**src/rtl/imm_gen_pipe.sv**
```systemverilog
// Two-stage RV32/RV64 immediate generator with valid/ready handshakes on both sides.
// Define IMM_GEN_CSR_EN to decode CSR-immediate (funct3 101/110/111) as the Z format.
module imm_gen_pipe #(
   parameter int XLEN  = 32,
   parameter int TAG_W = 4
) (
   input  logic             clk,
   input  logic             rst,
   input  logic             flush,
   input  logic             in_valid,
   output logic             in_ready,
   input  logic [31:0]      in_inst,
   input  logic [TAG_W-1:0] in_tag,
   output logic             out_valid,
   input  logic             out_ready,
   output logic [XLEN-1:0]  out_imm,
   output logic [2:0]       out_fmt,
   output logic             out_illegal,
   output logic [TAG_W-1:0] out_tag,
   output logic [15:0]      illegal_cnt
);

   localparam logic [2:0] FMT_NONE  = 3'd0;
   localparam logic [2:0] FMT_I     = 3'd1;
   localparam logic [2:0] FMT_S     = 3'd2;
   localparam logic [2:0] FMT_B     = 3'd3;
   localparam logic [2:0] FMT_U     = 3'd4;
   localparam logic [2:0] FMT_J     = 3'd5;
   localparam logic [2:0] FMT_SHAMT = 3'd6;
   localparam logic [2:0] FMT_Z     = 3'd7;

   localparam logic [6:0] OPC_LOAD   = 7'b0000011;
   localparam logic [6:0] OPC_JALR   = 7'b1100111;
   localparam logic [6:0] OPC_OP_IMM = 7'b0010011;
   localparam logic [6:0] OPC_OP_IMW = 7'b0011011;
   localparam logic [6:0] OPC_STORE  = 7'b0100011;
   localparam logic [6:0] OPC_BRANCH = 7'b1100011;
   localparam logic [6:0] OPC_LUI    = 7'b0110111;
   localparam logic [6:0] OPC_AUIPC  = 7'b0010111;
   localparam logic [6:0] OPC_JAL    = 7'b1101111;
   localparam logic [6:0] OPC_SYSTEM = 7'b1110011;

   function automatic logic [2:0] decode_fmt(input logic [31:0] inst);
      logic [2:0] f3;
      logic       is_sh;
      logic [2:0] fmt;
      f3    = inst[14:12];
      is_sh = (f3 == 3'b001) || (f3 == 3'b101);
      fmt   = FMT_NONE;
      case (inst[6:0])
         OPC_LOAD:   if (XLEN == 64 || (f3 != 3'b011 && f3 != 3'b110)) fmt = FMT_I;
         OPC_JALR:   fmt = FMT_I;
         OPC_OP_IMM: fmt = is_sh ? FMT_SHAMT : FMT_I;
         OPC_OP_IMW: if (XLEN == 64) fmt = is_sh ? FMT_SHAMT : FMT_I;
         OPC_STORE:  fmt = FMT_S;
         OPC_BRANCH: fmt = FMT_B;
         OPC_LUI,
         OPC_AUIPC:  fmt = FMT_U;
         OPC_JAL:    fmt = FMT_J;
`ifdef IMM_GEN_CSR_EN
         OPC_SYSTEM: if (f3 == 3'b101 || f3 == 3'b110 || f3 == 3'b111) fmt = FMT_Z;
`else
         OPC_SYSTEM: fmt = FMT_NONE;
`endif
         default:    fmt = FMT_NONE;
      endcase
      return fmt;
   endfunction

   // RV64 OP-IMM shifts carry a 6-bit shamt; the W-forms and RV32 keep 5 bits.
   function automatic logic [XLEN-1:0] build_imm(input logic [31:0] inst, input logic [2:0] fmt);
      logic [XLEN-1:0] imm;
      imm = '0;
      case (fmt)
         FMT_I:     imm = {{(XLEN-11){inst[31]}}, inst[30:20]};
         FMT_S:     imm = {{(XLEN-11){inst[31]}}, inst[30:25], inst[11:7]};
         FMT_B:     imm = {{(XLEN-12){inst[31]}}, inst[7], inst[30:25], inst[11:8], 1'b0};
         FMT_U:     imm = {{(XLEN-31){inst[31]}}, inst[30:12], 12'b0};
         FMT_J:     imm = {{(XLEN-20){inst[31]}}, inst[19:12], inst[20], inst[30:21], 1'b0};
         FMT_SHAMT: begin
            if (XLEN == 64 && inst[6:0] == OPC_OP_IMM)
               imm = {{(XLEN-6){1'b0}}, inst[25:20]};
            else
               imm = {{(XLEN-5){1'b0}}, inst[24:20]};
         end
         FMT_Z:     imm = {{(XLEN-5){1'b0}}, inst[19:15]};
         default:   imm = '0;
      endcase
      return imm;
   endfunction

   function automatic logic [15:0] sat_inc(input logic [15:0] cnt);
      return (cnt == 16'hFFFF) ? cnt : cnt + 16'd1;
   endfunction

   logic                vld_p1;
   logic [31:0]         inst_p1;
   logic [TAG_W-1:0]    tag_p1;
   logic [2:0]          fmt_p1;

   logic                vld_p2;
   logic [XLEN-1:0]     imm_p2;
   logic [2:0]          fmt_p2;
   logic                ill_p2;
   logic [TAG_W-1:0]    tag_p2;

   logic [15:0]         ill_cnt;
   logic                adv_p1;
   logic                adv_p2;
   logic                take_in;
   logic                take_out;

   assign adv_p2   = !vld_p2 || out_ready;
   assign adv_p1   = !vld_p1 || adv_p2;
   assign in_ready = !rst && adv_p1;
   assign take_in  = in_valid && in_ready && !flush;
   assign take_out = vld_p2 && out_ready;

   // Stage 1: capture instruction, tag and decoded format
   always_ff @(posedge clk) begin
      if (rst) begin
         vld_p1 <= 1'b0;
      end else if (flush) begin
         vld_p1 <= 1'b0;
      end else if (adv_p1) begin
         vld_p1 <= in_valid;
      end
      if (take_in) begin
         inst_p1 <= in_inst;
         tag_p1  <= in_tag;
         fmt_p1  <= decode_fmt(in_inst);
      end
   end

   // Stage 2: assembled immediate presented to the consumer
   always_ff @(posedge clk) begin
      if (rst) begin
         vld_p2 <= 1'b0;
         imm_p2 <= '0;
         fmt_p2 <= FMT_NONE;
         ill_p2 <= 1'b0;
         tag_p2 <= '0;
      end else begin
         if (flush) begin
            vld_p2 <= 1'b0;
         end else if (adv_p2) begin
            vld_p2 <= vld_p1;
         end
         if (!flush && adv_p2 && vld_p1) begin
            imm_p2 <= build_imm(inst_p1, fmt_p1);
            fmt_p2 <= fmt_p1;
            ill_p2 <= (fmt_p1 == FMT_NONE);
            tag_p2 <= tag_p1;
         end
      end
   end

   // A flushed entry is discarded even if the consumer was ready, so it is not counted.
   always_ff @(posedge clk) begin
      if (rst) begin
         ill_cnt <= 16'd0;
      end else if (take_out && ill_p2 && !flush) begin
         ill_cnt <= sat_inc(ill_cnt);
      end
   end

   assign out_valid   = vld_p2;
   assign out_imm     = imm_p2;
   assign out_fmt     = fmt_p2;
   assign out_illegal = ill_p2;
   assign out_tag     = tag_p2;
   assign illegal_cnt = ill_cnt;

endmodule

```
**config.mk**
```make
export PLATFORM = sky130hd
export DESIGN_NAME = imm_gen_pipe
export DESIGN_NICKNAME = d
export VERILOG_FILES = /design/src/rtl/imm_gen_pipe.sv
export SDC_FILE = /design/constraint.sdc
export NUM_CORES = 1
export LEC_CHECK = 0
export CAP_MARGIN = 10
export CORE_ASPECT_RATIO = 0.8
export CORE_MARGIN = 2
export CORE_UTILIZATION = 40
export CTS_CLUSTER_SIZE = 20
export DETAILED_ROUTE_END_ITERATION = 12
export DONT_BUFFER_PORTS = 1
export PLACE_DENSITY_LB_ADDON = 0.08
export SLEW_MARGIN = 25
export SYNTH_ARGS = -nofsm -noshare
export SYNTH_HDL_FRONTEND = slang
export SYNTH_SLANG_ARGS = --single-unit
```
**constraint.sdc**
```tcl
create_clock -name clk -period 5.9 [get_ports clk]
set_input_delay 1.77 -clock clk [delete_from_list [all_inputs] [get_ports clk]]
set_output_delay 1.77 -clock clk [all_outputs]
set_load 0.05 [all_outputs]
```
# After elaboration in Yosys (flattened, before gate mapping)
# Index checks and enable logic that the tools add are counted.
[classes] n_mux=4 reduce_logical=20 n_addsub=1 n_eq_ne=20 n_bitwise=1
[ops] op="$pmux W32 S7" n=1
[ops] op="$eq A7 B7 Y1 const B" n=3
[ops] op="$pmux W3 S7" n=1
[ops] op="$add A16 B1 Y16 const B" n=1
[ops] op="$eq A16 B16 Y1 const B" n=1
[ops] op="$eq A3 B3 Y1 const B" n=5
[ops] op="$eq A7 B5 Y1 const B" n=2
[ops] op="$eq A7 B6 Y1 const B" n=2
[ops] op="$logic_and A1 B1 Y1" n=9
[ops] op="$eq A7 B2 Y1 const B" n=1
[ops] op="$eq A3 B1 Y1 const B" n=2
[ops] op="$eq A3 B2 Y1 const B" n=2
[ops] op="$logic_not A1 Y1" n=4
[ops] op="$reduce_or A2 Y1" n=2
[ops] op="$logic_not A3 Y1" n=1
[ops] op="$logic_or A1 B1 Y1" n=3
[ops] op="$mux W3" n=1
[ops] op="$ne A3 B2 Y1 const B" n=1
[ops] op="$ne A3 B3 Y1 const B" n=1
[ops] op="$reduce_and A2 Y1" n=1
[ops] op="$mux W1" n=1
[ops] op="$not A1 Y1" n=1
[word_totals] out_inout_bits=58 elab_cells=56 in_bits=41 ff_bits=97

# Logic depth before layout (Yosys ltp)
[logic_depth] word_depth=6 depth_mapped=7 depth_no_buf=5

# Worst setup path before layout
# No wires, ideal clock.
[synth_path] path_kind="input port to output port" from="input port rst" to="output port in_ready" t_arrival_ps=2872 stages=3 slack_ps=1258 t_required_ps=4130 path_buffers=2 path_cell_list="clkbuf_1 clkbuf_1 a21oi_1"
[synth_between] elab_chain_len=2
[synth_rtl] item="start, declared" line_no="8" text="input logic rst,"
[synth_rtl] item="$logic_not A1 Y1" line_no="115" text="assign in_ready = !rst && adv_p1;"
[synth_rtl] item="$logic_and A1 B1 Y1" line_no="115"
[synth_rtl] item="end, declared" line_no="11" text="output logic in_ready,"
# Every way passes these cells.

# Worst setup path after layout
[layout_path] from="input port out_ready" to="output port in_ready"
[layout_between] elab_chain_len=3
[layout_rtl] item="start, declared" line_no="15" text="input logic out_ready,"
[layout_rtl] item="$logic_or A1 B1 Y1" line_no="113" text="assign adv_p2 = !vld_p2 || out_ready;"
[layout_rtl] item="$logic_or A1 B1 Y1" line_no="114" text="assign adv_p1 = !vld_p1 || adv_p2;"
[layout_rtl] item="$logic_and A1 B1 Y1" line_no="115"
# Every way passes these cells.

==> out/results.tsv <==
stage	metric	value	unit
run_status	outcome	finished, final reports clean	
sta	fmax	0.2265	GHz
floorplanning	Die Y	90.47	microns
global_routing	first-pass GRT wire length	13.92	mm
synthesis	Post-synth EDFFs	32	
place	DP HPWL	5.854	mm
setup_path	Setup crit end kind	output port	
synthesis	Seq/Total Area, Yosys	56.76	%
global_routing	largest net degree at the start of global routing	61	
floorplanning	die width	112.1	microns
clocking	post_cts resized	0	
synthesis	Ys Warns	0	
power	pwr/cell area	318.8	mW/mm^2
place	gp weighted congestion	0.7810	
place	PortBufs	0	
clocking	CTS H-tree lvls	3	
clocking	root buffer cell	clkbuf_16	
setup_path	critical path class	input port to output port	
setup_path	Max stage delay on crit path	500	ps
clocking	clock slew at reported path FFs	60	ps
routing	first-iteration detailed-routing DRC count	194	
synthesis	Yosys cell types	47	
routing	routed len/inst	17.45	microns
sta	RSZ-0062 raised after global routing	no	
floorplanning	core area	0.009076	sq mm
clocking	hold buffer count at cts	0	
global_routing	vias in the first global route	2567	
routing	drt pass-1 iters	4	
floorplanning	Initial Util	41.19	%
routing	DR vias	2763	
sta	Final Hold Vio Count	0	
routing	number of remaining DRC errors	0	
sta	fin crit share	74.84	%
finish	Finished Cell Area	0.004189	sq mm
setup_path	CP required	4130	ps
setup_path	Max Fanout on Critical Path	8	
power	Lkg Pwr	1.362	nW
sta	min Tclk post-route	4416	ps
flow_run	max-cap violation count	0	
finish	share of layout cells above drive strength 1	8.488	%
global_routing	initial antenna violation count	0	
synthesis	#FFs+latches synth	90	
sta	final setup fails	0	
finish	Diodes inserted	0	
routing	DRT antenna net count	0	
worst_hold_path	HP Class	flip-flop to flip-flop	
clocking	CTS buffer count	9	
synthesis	Mapped Cells	379	
floorplanning	full die area	0.01014	sq mm
clocking	Clock Path Buffers	2	
clocking	Clock Latency Late Sink	330	ps
finish	most frequent cells in the layout	dfxtp_1, a21oi_1, nand2_1, edfxtp_1, o21ai_0	
place	dpl cell area	0.003851	sq mm
synthesis	Mean Syn Cell Area	9.864	sq um
setup_path	CP startpoint kind	input port	
finish	Area growth, synth to finish	12.05	%
sta	Clock Skew	4.187	ps
clocking	TritonCTS clock tree	done	
setup_path	WP data arrival	2650	ps
finish	commonest non-fill, non-tap cell in the layout	dfxtp_1	
global_routing	All-Layer GR Usage	17.39	%
sta	Slew headroom	30.12	%
synthesis	mapped cell area	0.003739	sq mm
synthesis	Synth async-reset ratio	0	%
floorplanning	Cell Rows	31	
floorplanning	I/O pin cnt	99	
global_routing	gr ovfl total	0	
sta	Worst-Margin Slew	1046	ps
clocking	postcts setup bufs	0	
sta	setup tns final	0	ps
sta	Slew Limit Fails	0	
finish	Total Nets Final	414	
power	VDD IR max	203.6	uV
synthesis	Top FF cell, synth	dfxtp_1	
clocking	clock sinks	90	
synthesis	Syn Nets	421	
routing	via/cell ratio	5.616	
routing	WL final	8.583	mm
setup_path	critical path, cell by cell	nor2b_1, a21oi_1, buf_4	
setup_path	critical path's slowest cell	nor2b_1	
[Yosys cell counts (all sizes together), types with 7 or more instances]
cell type  instances  area [sq um]
dfxtp             58          1161
a21oi             48         240.2
edfxtp            32         960.9
mux2i              7         70.07
nand2             45         171.4
nand3              9         50.05
or3                9         57.56
buf                7         36.28
and2              12         75.07
nand2b             7         43.79
a211oi             9         67.56
nand3b             7         52.55
clkbuf            17         63.81
nor2              25         93.84
nand4              7         43.79
o21ai             30         150.1
[flip-flops by register name (all words and copies together), names as in the netlist]
signal / cells
vld_p1: 1
out_valid: 1
fmt_p1: 3
tag_p1: 4
illegal_cnt: 16
inst_p1: 25
out_tag: 4
out_imm: 32
out_illegal: 1
out_fmt: 3
[kinds of logic after synthesis]
group                    Yosys count  share of synthesized area [%]
AO/OA/AOI/OAI                    106                          16.77
XOR/XNOR                           2                         0.4686
adder cells (fa/ha/maj)            1                         0.3346
buffers and inverters             25                          2.778
flip-flops                        90                          56.76
multiplexers                       8                          2.175
AND/OR/NAND/NOR                  147                          20.72
[stage by stage]
| stage | utilization [%] | power, mW | hold slack, ps | cells | setup slack, ps |
|---|---|---|---|---|---|
| 2_1_floorplan | - | 0.7346 | 471.3 | 379 | 1258 |
| 3_3_place_gp | 42.13 | 0.7419 | 479.8 | 474 | 1552 |
| 3_5_place_dp | 42.43 | 0.7442 | 495.6 | 475 | 1527 |
| 4_1_cts | 46.02 | 1.353 | 509.2 | 491 | 1518 |
| 5_1_grt | 46.15 | 1.381 | 517.8 | 492 | 1401 |
| 6_report | 46.15 | 1.336 | 498.3 | 492 | 1484 |
[cell type report]
cell class              count  area (sq um)
fillers                   911          4887
flip-flops and latches     90          2122
multi-input cells         264          1529
clock buffers              13         281.5
well taps                 115         143.9
repair buffers              6         65.06
clock inverters             3         43.79
inverters                   1         3.754
[worst max-delay path, delay by kind of cell]
family	cells	cell delay, ps
simple gates	1	500
compound gates	1	150
buf+inv	1	220
[per-layer routing]
metal  part of all wire [%]  vias up  global-route usage (%)
li1                       -     1361                       -
met1                     47     1288                   24.63
met2                     42      103                   24.20
met3                    9.7       11                   7.584
met4                    1.4        0                   4.675
met5                      0        -                       0
[report_power, final]
part	total [mW]	internal [mW]	leakage (nW)	switching, mW
combinational	0.0387	0.0170	0.443	0.0217
sequential	0.691	0.659	0.758	0.0318
clock	0.606	0.377	0.161	0.228
total	1.34	1.05	1.36	0.282
[path summary, 6_finish.rpt]
| kind | startpoint | endpoint | slack, ps | depth (start not counted) |
|---|---|---|---|---|
| worst min register to register | tag_p1[2] | out_tag[2] | 500 | 2 |
| worst min-delay path | tag_p1[2] | out_tag[2] | 500 | 2 |
| worst max register to register | out_valid | out_imm[12] | 3280 | 4 |
| worst max-delay path | out_ready | in_ready | 1480 | 3 |
Power figures use the tool's default switching activity.
